$ cat config.mk
export PLATFORM = sky130hd
export DESIGN_NAME = range_filter_pipe
export DESIGN_NICKNAME = d
export VERILOG_FILES = /design/src/rtl/range_filter_pipe.sv
export SDC_FILE = /design/constraint.sdc
export NUM_CORES = 2
export LEC_CHECK = 0
export ABC_AREA = 1
export CAP_MARGIN = 20
export CORE_AREA = 2 2 505 507
export CTS_CLUSTER_DIAMETER = 80
export CTS_CLUSTER_SIZE = 30
export DETAILED_ROUTE_END_ITERATION = 10
export DIE_AREA = 0 0 507 509
export HOLD_SLACK_MARGIN = 0.12
export SYNTH_ARGS = -nofsm -noshare
export SYNTH_HDL_FRONTEND = slang
export SYNTH_SLANG_ARGS = --single-unit
export TNS_END_PERCENT = 30
$ cat constraint.sdc
create_clock -name clk -period 9.1 [get_ports clk]
set_input_delay 1.365 -clock clk [delete_from_list [all_inputs] [get_ports clk]]
set_output_delay 1.365 -clock clk [all_outputs]
set_load 0.02 [all_outputs]
$ cat src/rtl/range_filter_pipe.sv
// 3x3 edge-preserving range filter: similarity weights sharpened by repeated squaring,
// weighted mean via a pipelined restoring divider. Define RANGE_FILTER_BYPASS_EN to add a per-window bypass.
module range_filter_pipe #(
    parameter int DW        = 8,
    parameter int SQ_STAGES = 3,
    parameter int CENTER_W  = 248
) (
    input  logic            clk,
    input  logic            rst_n,
    input  logic            en,
    input  logic            in_valid,
    input  logic [9*DW-1:0] win_pixels,
`ifdef RANGE_FILTER_BYPASS_EN
    input  logic            bypass,
`endif
    output logic            out_valid,
    output logic [DW-1:0]   out_pixel
);

    localparam int SW  = DW + 4;
    localparam int SPW = 2 * DW + 4;
    localparam int NV  = SQ_STAGES + DW + 2;

    generate
        if (CENTER_W < 1 || CENTER_W > (1 << DW) - 1) begin : g_bad_center
            $error("range_filter_pipe: CENTER_W must lie in 1..2**DW-1");
        end
        if (DW < 4 || DW > 12) begin : g_bad_dw
            $error("range_filter_pipe: DW must lie in 4..12");
        end
        if (SQ_STAGES < 1 || SQ_STAGES > 6) begin : g_bad_sq
            $error("range_filter_pipe: SQ_STAGES must lie in 1..6");
        end
    endgenerate

    // (2^DW-1) - |p - c| is the bitwise inverse of the absolute difference
    function automatic logic [DW-1:0] similarity(input logic [DW-1:0] p, input logic [DW-1:0] c);
        logic [DW-1:0] diff;
        diff = (p >= c) ? p - c : c - p;
        return ~diff;
    endfunction

    function automatic logic [DW-1:0] sharpen(input logic [DW-1:0] w);
        logic [2*DW-1:0] sq;
        sq = {{DW{1'b0}}, w} * {{DW{1'b0}}, w};
        return sq[2*DW-1:DW];
    endfunction

    function automatic int nb_tap(input int n);
        return (n < 4) ? n : n + 1;
    endfunction

    function automatic logic q_bit(input logic [SPW-1:0] rem, input logic [SW-1:0] den, input int b);
        return rem >= (SPW'(den) << b);
    endfunction

    function automatic logic [SPW-1:0] rem_next(input logic [SPW-1:0] rem, input logic [SW-1:0] den,
                                                input int b);
        return q_bit(rem, den, b) ? rem - (SPW'(den) << b) : rem;
    endfunction

    logic [8:0][DW-1:0] taps_in;
    logic [8:0][DW-1:0] pix_p [0:SQ_STAGES];
    logic [7:0][DW-1:0] w_p   [0:SQ_STAGES];
    logic [NV-1:0]      vld_p;
    logic [SW-1:0]      sum_w_a1;
    logic [SPW-1:0]     sum_wp_a1;
    logic [SW-1:0]      sum_w_a2;
    logic [SPW-1:0]     sum_wp_a2;
    logic [SPW-1:0]     rem_d [1:DW-1];
    logic [SW-1:0]      den_d [1:DW-1];
    logic [DW-1:0]      quo_d [1:DW];
    logic [DW-1:0]      result_d;

    assign taps_in = win_pixels;

    // Valid shift chain: S0..S_SQ, A2, D1..D_DW
    always_ff @(posedge clk or negedge rst_n) begin
        if (!rst_n) begin
            vld_p <= '0;
        end else if (en) begin
            vld_p <= {vld_p[NV-2:0], in_valid};
        end
    end

    // S0 capture and similarity, then S1..S_SQ squaring
    always_ff @(posedge clk) begin
        if (en) begin
            pix_p[0] <= taps_in;
            for (int n = 0; n < 8; n++) begin
                w_p[0][n] <= similarity(taps_in[nb_tap(n)], taps_in[4]);
            end
            for (int s = 1; s <= SQ_STAGES; s++) begin
                pix_p[s] <= pix_p[s-1];
                for (int n = 0; n < 8; n++) begin
                    w_p[s][n] <= sharpen(w_p[s-1][n]);
                end
            end
        end
    end

    // A1: weighted sums at full width
    always_comb begin
        sum_w_a1  = SW'(CENTER_W);
        sum_wp_a1 = SPW'(CENTER_W) * SPW'(pix_p[SQ_STAGES][4]);
        for (int n = 0; n < 8; n++) begin
            sum_w_a1  = sum_w_a1 + SW'(w_p[SQ_STAGES][n]);
            sum_wp_a1 = sum_wp_a1 + SPW'(w_p[SQ_STAGES][n]) * SPW'(pix_p[SQ_STAGES][nb_tap(n)]);
        end
    end

    // A2 register, then D1..D_DW, one quotient bit per stage MSB first
    always_ff @(posedge clk) begin
        if (en) begin
            sum_w_a2  <= sum_w_a1;
            sum_wp_a2 <= sum_wp_a1;
            rem_d[1]  <= rem_next(sum_wp_a2, sum_w_a2, DW - 1);
            den_d[1]  <= sum_w_a2;
            quo_d[1]  <= DW'(q_bit(sum_wp_a2, sum_w_a2, DW - 1)) << (DW - 1);
            for (int k = 2; k < DW; k++) begin
                rem_d[k] <= rem_next(rem_d[k-1], den_d[k-1], DW - k);
                den_d[k] <= den_d[k-1];
                quo_d[k] <= quo_d[k-1] | (DW'(q_bit(rem_d[k-1], den_d[k-1], DW - k)) << (DW - k));
            end
            quo_d[DW] <= quo_d[DW-1] | DW'(q_bit(rem_d[DW-1], den_d[DW-1], 0));
        end
    end

`ifdef RANGE_FILTER_BYPASS_EN
    logic [NV-1:0] byp_p;
    logic [DW-1:0] p5_a2;
    logic [DW-1:0] p5_d [1:DW];

    always_ff @(posedge clk or negedge rst_n) begin
        if (!rst_n) begin
            byp_p <= '0;
        end else if (en) begin
            byp_p <= {byp_p[NV-2:0], in_valid & bypass};
        end
    end

    // Centre pixel rides alongside the sums and divider so a bypass keeps latency
    always_ff @(posedge clk) begin
        if (en) begin
            p5_a2   <= pix_p[SQ_STAGES][4];
            p5_d[1] <= p5_a2;
            for (int k = 2; k <= DW; k++) begin
                p5_d[k] <= p5_d[k-1];
            end
        end
    end

    assign result_d = byp_p[NV-1] ? p5_d[DW] : quo_d[DW];
`else
    assign result_d = quo_d[DW];
`endif

    // Output register: pixel only moves when a result arrives
    always_ff @(posedge clk or negedge rst_n) begin
        if (!rst_n) begin
            out_valid <= 1'b0;
            out_pixel <= '0;
        end else if (en) begin
            out_valid <= vld_p[NV-1];
            if (vld_p[NV-1]) begin
                out_pixel <= result_d;
            end
        end
    end

endmodule

==> results.yml <==
synthesis:
  synth_compound_area_share_pct: 4.860
  synth_adder_area_share_pct: 37.54
  synth_cell_types: 50
  muxShareOfSynthArea_pct: 0.1008
  synth_xor_area_share_pct: 3.877
  synth-simple-area-share_pct: 15.42
  ys_ff_latch: 858
  synthCells: 11690
  syn_avg_cell_area_um2: 8.603
  synth_top_family_by_area: "adder cells"
  yosysWarnings: 0
  syn_area_mm2: 0.1005
  ys.flop_type: "edfxtp_1"
  ys_seq_area_share_pct: 25.52
  synthArstFlopShare_pct: 2.564
  synth_edf_count: 836
route:
  vias_per_cell: 4.703
  wl_per_cell_um: 14.90
  drt_pre_antenna_iters: 6
  drt-total-wl_um: 222900
  drt_iter0_markers: 4022
  drtAntennaViolNets: 0
  vias: 70340
  drc_errors: 0
clock_tree:
  numCtsBuffers: 72
  worstSkewPairLatency_ns: 0.75
  ctsHtreeMaxLevel: 3
  cts_buffer_depth: 3
  cts_tree: "yes"
  cts_hold_buf: 0
  post_cts_buffers: 0
  ctsResizeCount: 0
  cts-root-buf: "clkbuf_16"
  clkTransAtPathRegs_ns: 0.10
  cts_sinks: 858
sta:
  hold_viol: 0
  slew_viol_final: 0
  tns_ns: 0
  slew_headroom_pct: 30.95
  worst_pin_slew_ns: 1.036
  skew_ns: 0.07258
  fin_crit_sh_pct: 84.02
  finalSetupViolCount: 0
  fin_crit_ns: 7.645
  rsz0062_at_grt: "false"
  fmax_mhz: 130.8
cells_and_area:
  seq_area_mm2: 0.02565
  area_delta_synth_final_pct: 6.693
  fillers: 25240
  layout.nets: 13930
  drive_gt1_share_pct: 1.829
  utilization_pct: 42.44
  multiInputGateArea_mm2: 0.06215
flow_run:
  maxCapViolations: 0
place:
  port_buffers: 84
  gp_congestion: 0.9383
  detailed_place_hpwl_um: 186700
global_routing:
  grt_antenna_before_repair: 11
  grt-ovfl-total: 0
  grtUsageTotal_pct: 17.83
  grt_max_degree: 175
  grt_pass1_vias: 72060
  grt_pass1_wl_um: 370900
worst_hold_path:
  min_path_type: "register to register"
floorplan:
  chipHeight_um: 509
  start_util_pct: 39.78
  rows: 185
  dieArea_mm2: 0.2581
  chipWidth_um: 507
  ios: 85
  core-area_mm2: 0.2528
critical_path:
  crit_path_start_kind: "register"
  required_ns: 9.59
  cp_max_fo: 9
  critPathArrivalTime_ns: 8.14
  path_class: "register to register"
  end_kind: "register"
outcome:
  status: "completed"
## critical path, cell delays in order, from the launching register on
cell and delay (ns):
edfxtp_1 0.67, nand2_1 0.15, fa_1 0.52, inv_1 0.05
fa_1 0.47, fa_1 0.60, inv_1 0.07, fa_1 0.53
inv_1 0.05, fa_1 0.48, fa_1 0.65, fa_1 0.47
fa_1 0.46, fa_1 0.50, inv_1 0.05, fa_1 0.48
inv_1 0.05, ha_1 0.31, inv_1 0.07, o21ai_0 0.25
nor2_1 0.08, nand2_1 0.15, nand3_1 0.11, nand3_1 0.10
nand2_1 0.06
## placed cells by master (no fill, tap or decap), types with 10 or more instances in the layout
master,count
xor2_1,296
a21oi_1,452
o21a_1,10
o21ai_2,10
a21oi_2,10
nand4_1,97
xnor2_1,149
dfrtp_1,22
nor2_1,464
buf_4,15
clkinv_16,12
o21ai_0,207
o31ai_1,10
nand3_1,371
nor3_1,97
fa_1,1154
clkdlybuf4s50_1,83
inv_1,3012
o211ai_1,12
o21bai_1,79
nand2_1,2711
a21o_1,51
ha_1,1170
clkbuf_16,72
inv_16,10
edfxtp_1,836
a31oi_1,16
nand3b_1,33
## per-layer routing
layer	vias to the layer above	part of all wire [%]	global-route usage [%]	wire [µm]
met4	16	3.1	5.149	6878
met1	33640	45	23.41	100500
li1	35270	-	-	-
met2	1126	48	30.88	106700
met3	295	3.9	2.078	8739
met5	-	0.048	0	107
## worst paths after layout
check	slack [ns]	start	end	cells after the start
hold reg to reg	0.40	pix_p[2][59]	pix_p[3][59]	0
min in group asynchronous	0.88	rst_n	vld_p[8]	1
max in group asynchronous	7.84	rst_n	out_valid	2
setup / recovery	1.45	w_p[3][36]	sum_wp_a2[18]	24
setup reg to reg	1.45	w_p[3][36]	sum_wp_a2[18]	24
hold / removal	0.40	pix_p[2][59]	pix_p[3][59]	0
## final cells by class
class / instances / share of cell area, %
antenna: 2 / 0.004666
clock buffer: 76 / 1.694
clock inverter: 54 / 0.9681
inverter: 3018 / 10.56
multi-input combinational: 7479 / 57.94
sequential: 858 / 23.92
tap: 3366 / 3.926
timing repair buffer: 104 / 0.9938
## sequential cells by signal, indices dropped and copies added, names as in the netlist
signal,count
pix_p,288
w_p,256
rem_d,140
den_d,84
quo_d,36
sum_wp_a2,20
vld_p,13
sum_w_a2,12
out_pixel,8
out_valid,1
## kinds of logic after synthesis
logic type / after synthesis
buffers and inverters: 3353
multiplexers: 9
other: 1
flip-flops: 858
AND/OR/NAND/NOR: 3824
adder cells (fa/ha/maj): 2324
XOR/XNOR: 445
AO/OA/AOI/OAI: 872
## synth_stat cells, types with 3 or more instances
cell type / count / area share [%]
a21oi_2: 10 / 0.087
inv_1: 3013 / 11
clkbuf_1: 253 / 0.94
a21oi_1: 452 / 2.3
nand3_2: 7 / 0.070
and3_1: 3 / 0.019
buf_6: 7 / 0.078
a31oi_1: 16 / 0.10
nor3_1: 97 / 0.48
nand3b_1: 33 / 0.25
inv_2: 5 / 0.019
clkbuf_2: 4 / 0.020
o31ai_1: 10 / 0.075
o211ai_1: 12 / 0.090
nand2_1: 2711 / 10
nor2_2: 7 / 0.044
buf_4: 8 / 0.060
nand2b_1: 4 / 0.025
and2_1: 9 / 0.056
dfrtp_1: 22 / 0.55
buf_2: 63 / 0.31
o21ai_0: 207 / 1.0
xor2_1: 296 / 2.6
o21a_1: 10 / 0.075
xnor2_1: 149 / 1.3
fa_1: 1154 / 23
mux2_2: 9 / 0.10
o21bai_1: 79 / 0.59
edfxtp_1: 836 / 25
or2_2: 3 / 0.019
nand3_1: 371 / 1.8
a21o_1: 51 / 0.38
ha_1: 1170 / 15
nand4_1: 97 / 0.60
nor2_1: 464 / 1.7
o21ai_2: 10 / 0.087
nand2_2: 8 / 0.050
o21ai_1: 9 / 0.045
## per-stage QoR
step / cell area (µm²) / cells / setup WS (ns) / hold slack [ns]
after detailed placement: 104400 / 14820 / 1.490 / 0.4045
after global placement: 104400 / 14820 / 1.514 / 0.4005
after CTS: 107200 / 14950 / 1.430 / 0.4029
final: 107300 / 14960 / 1.455 / 0.3971
after floorplan: 100600 / 11690 / 1.996 / 0.4003
after global routing: 107300 / 14960 / 1.062 / 0.3999
Power is left out: the tool's default activity adds up to more than one toggle a clock period on the data nets, which glitch-free logic cannot reach.
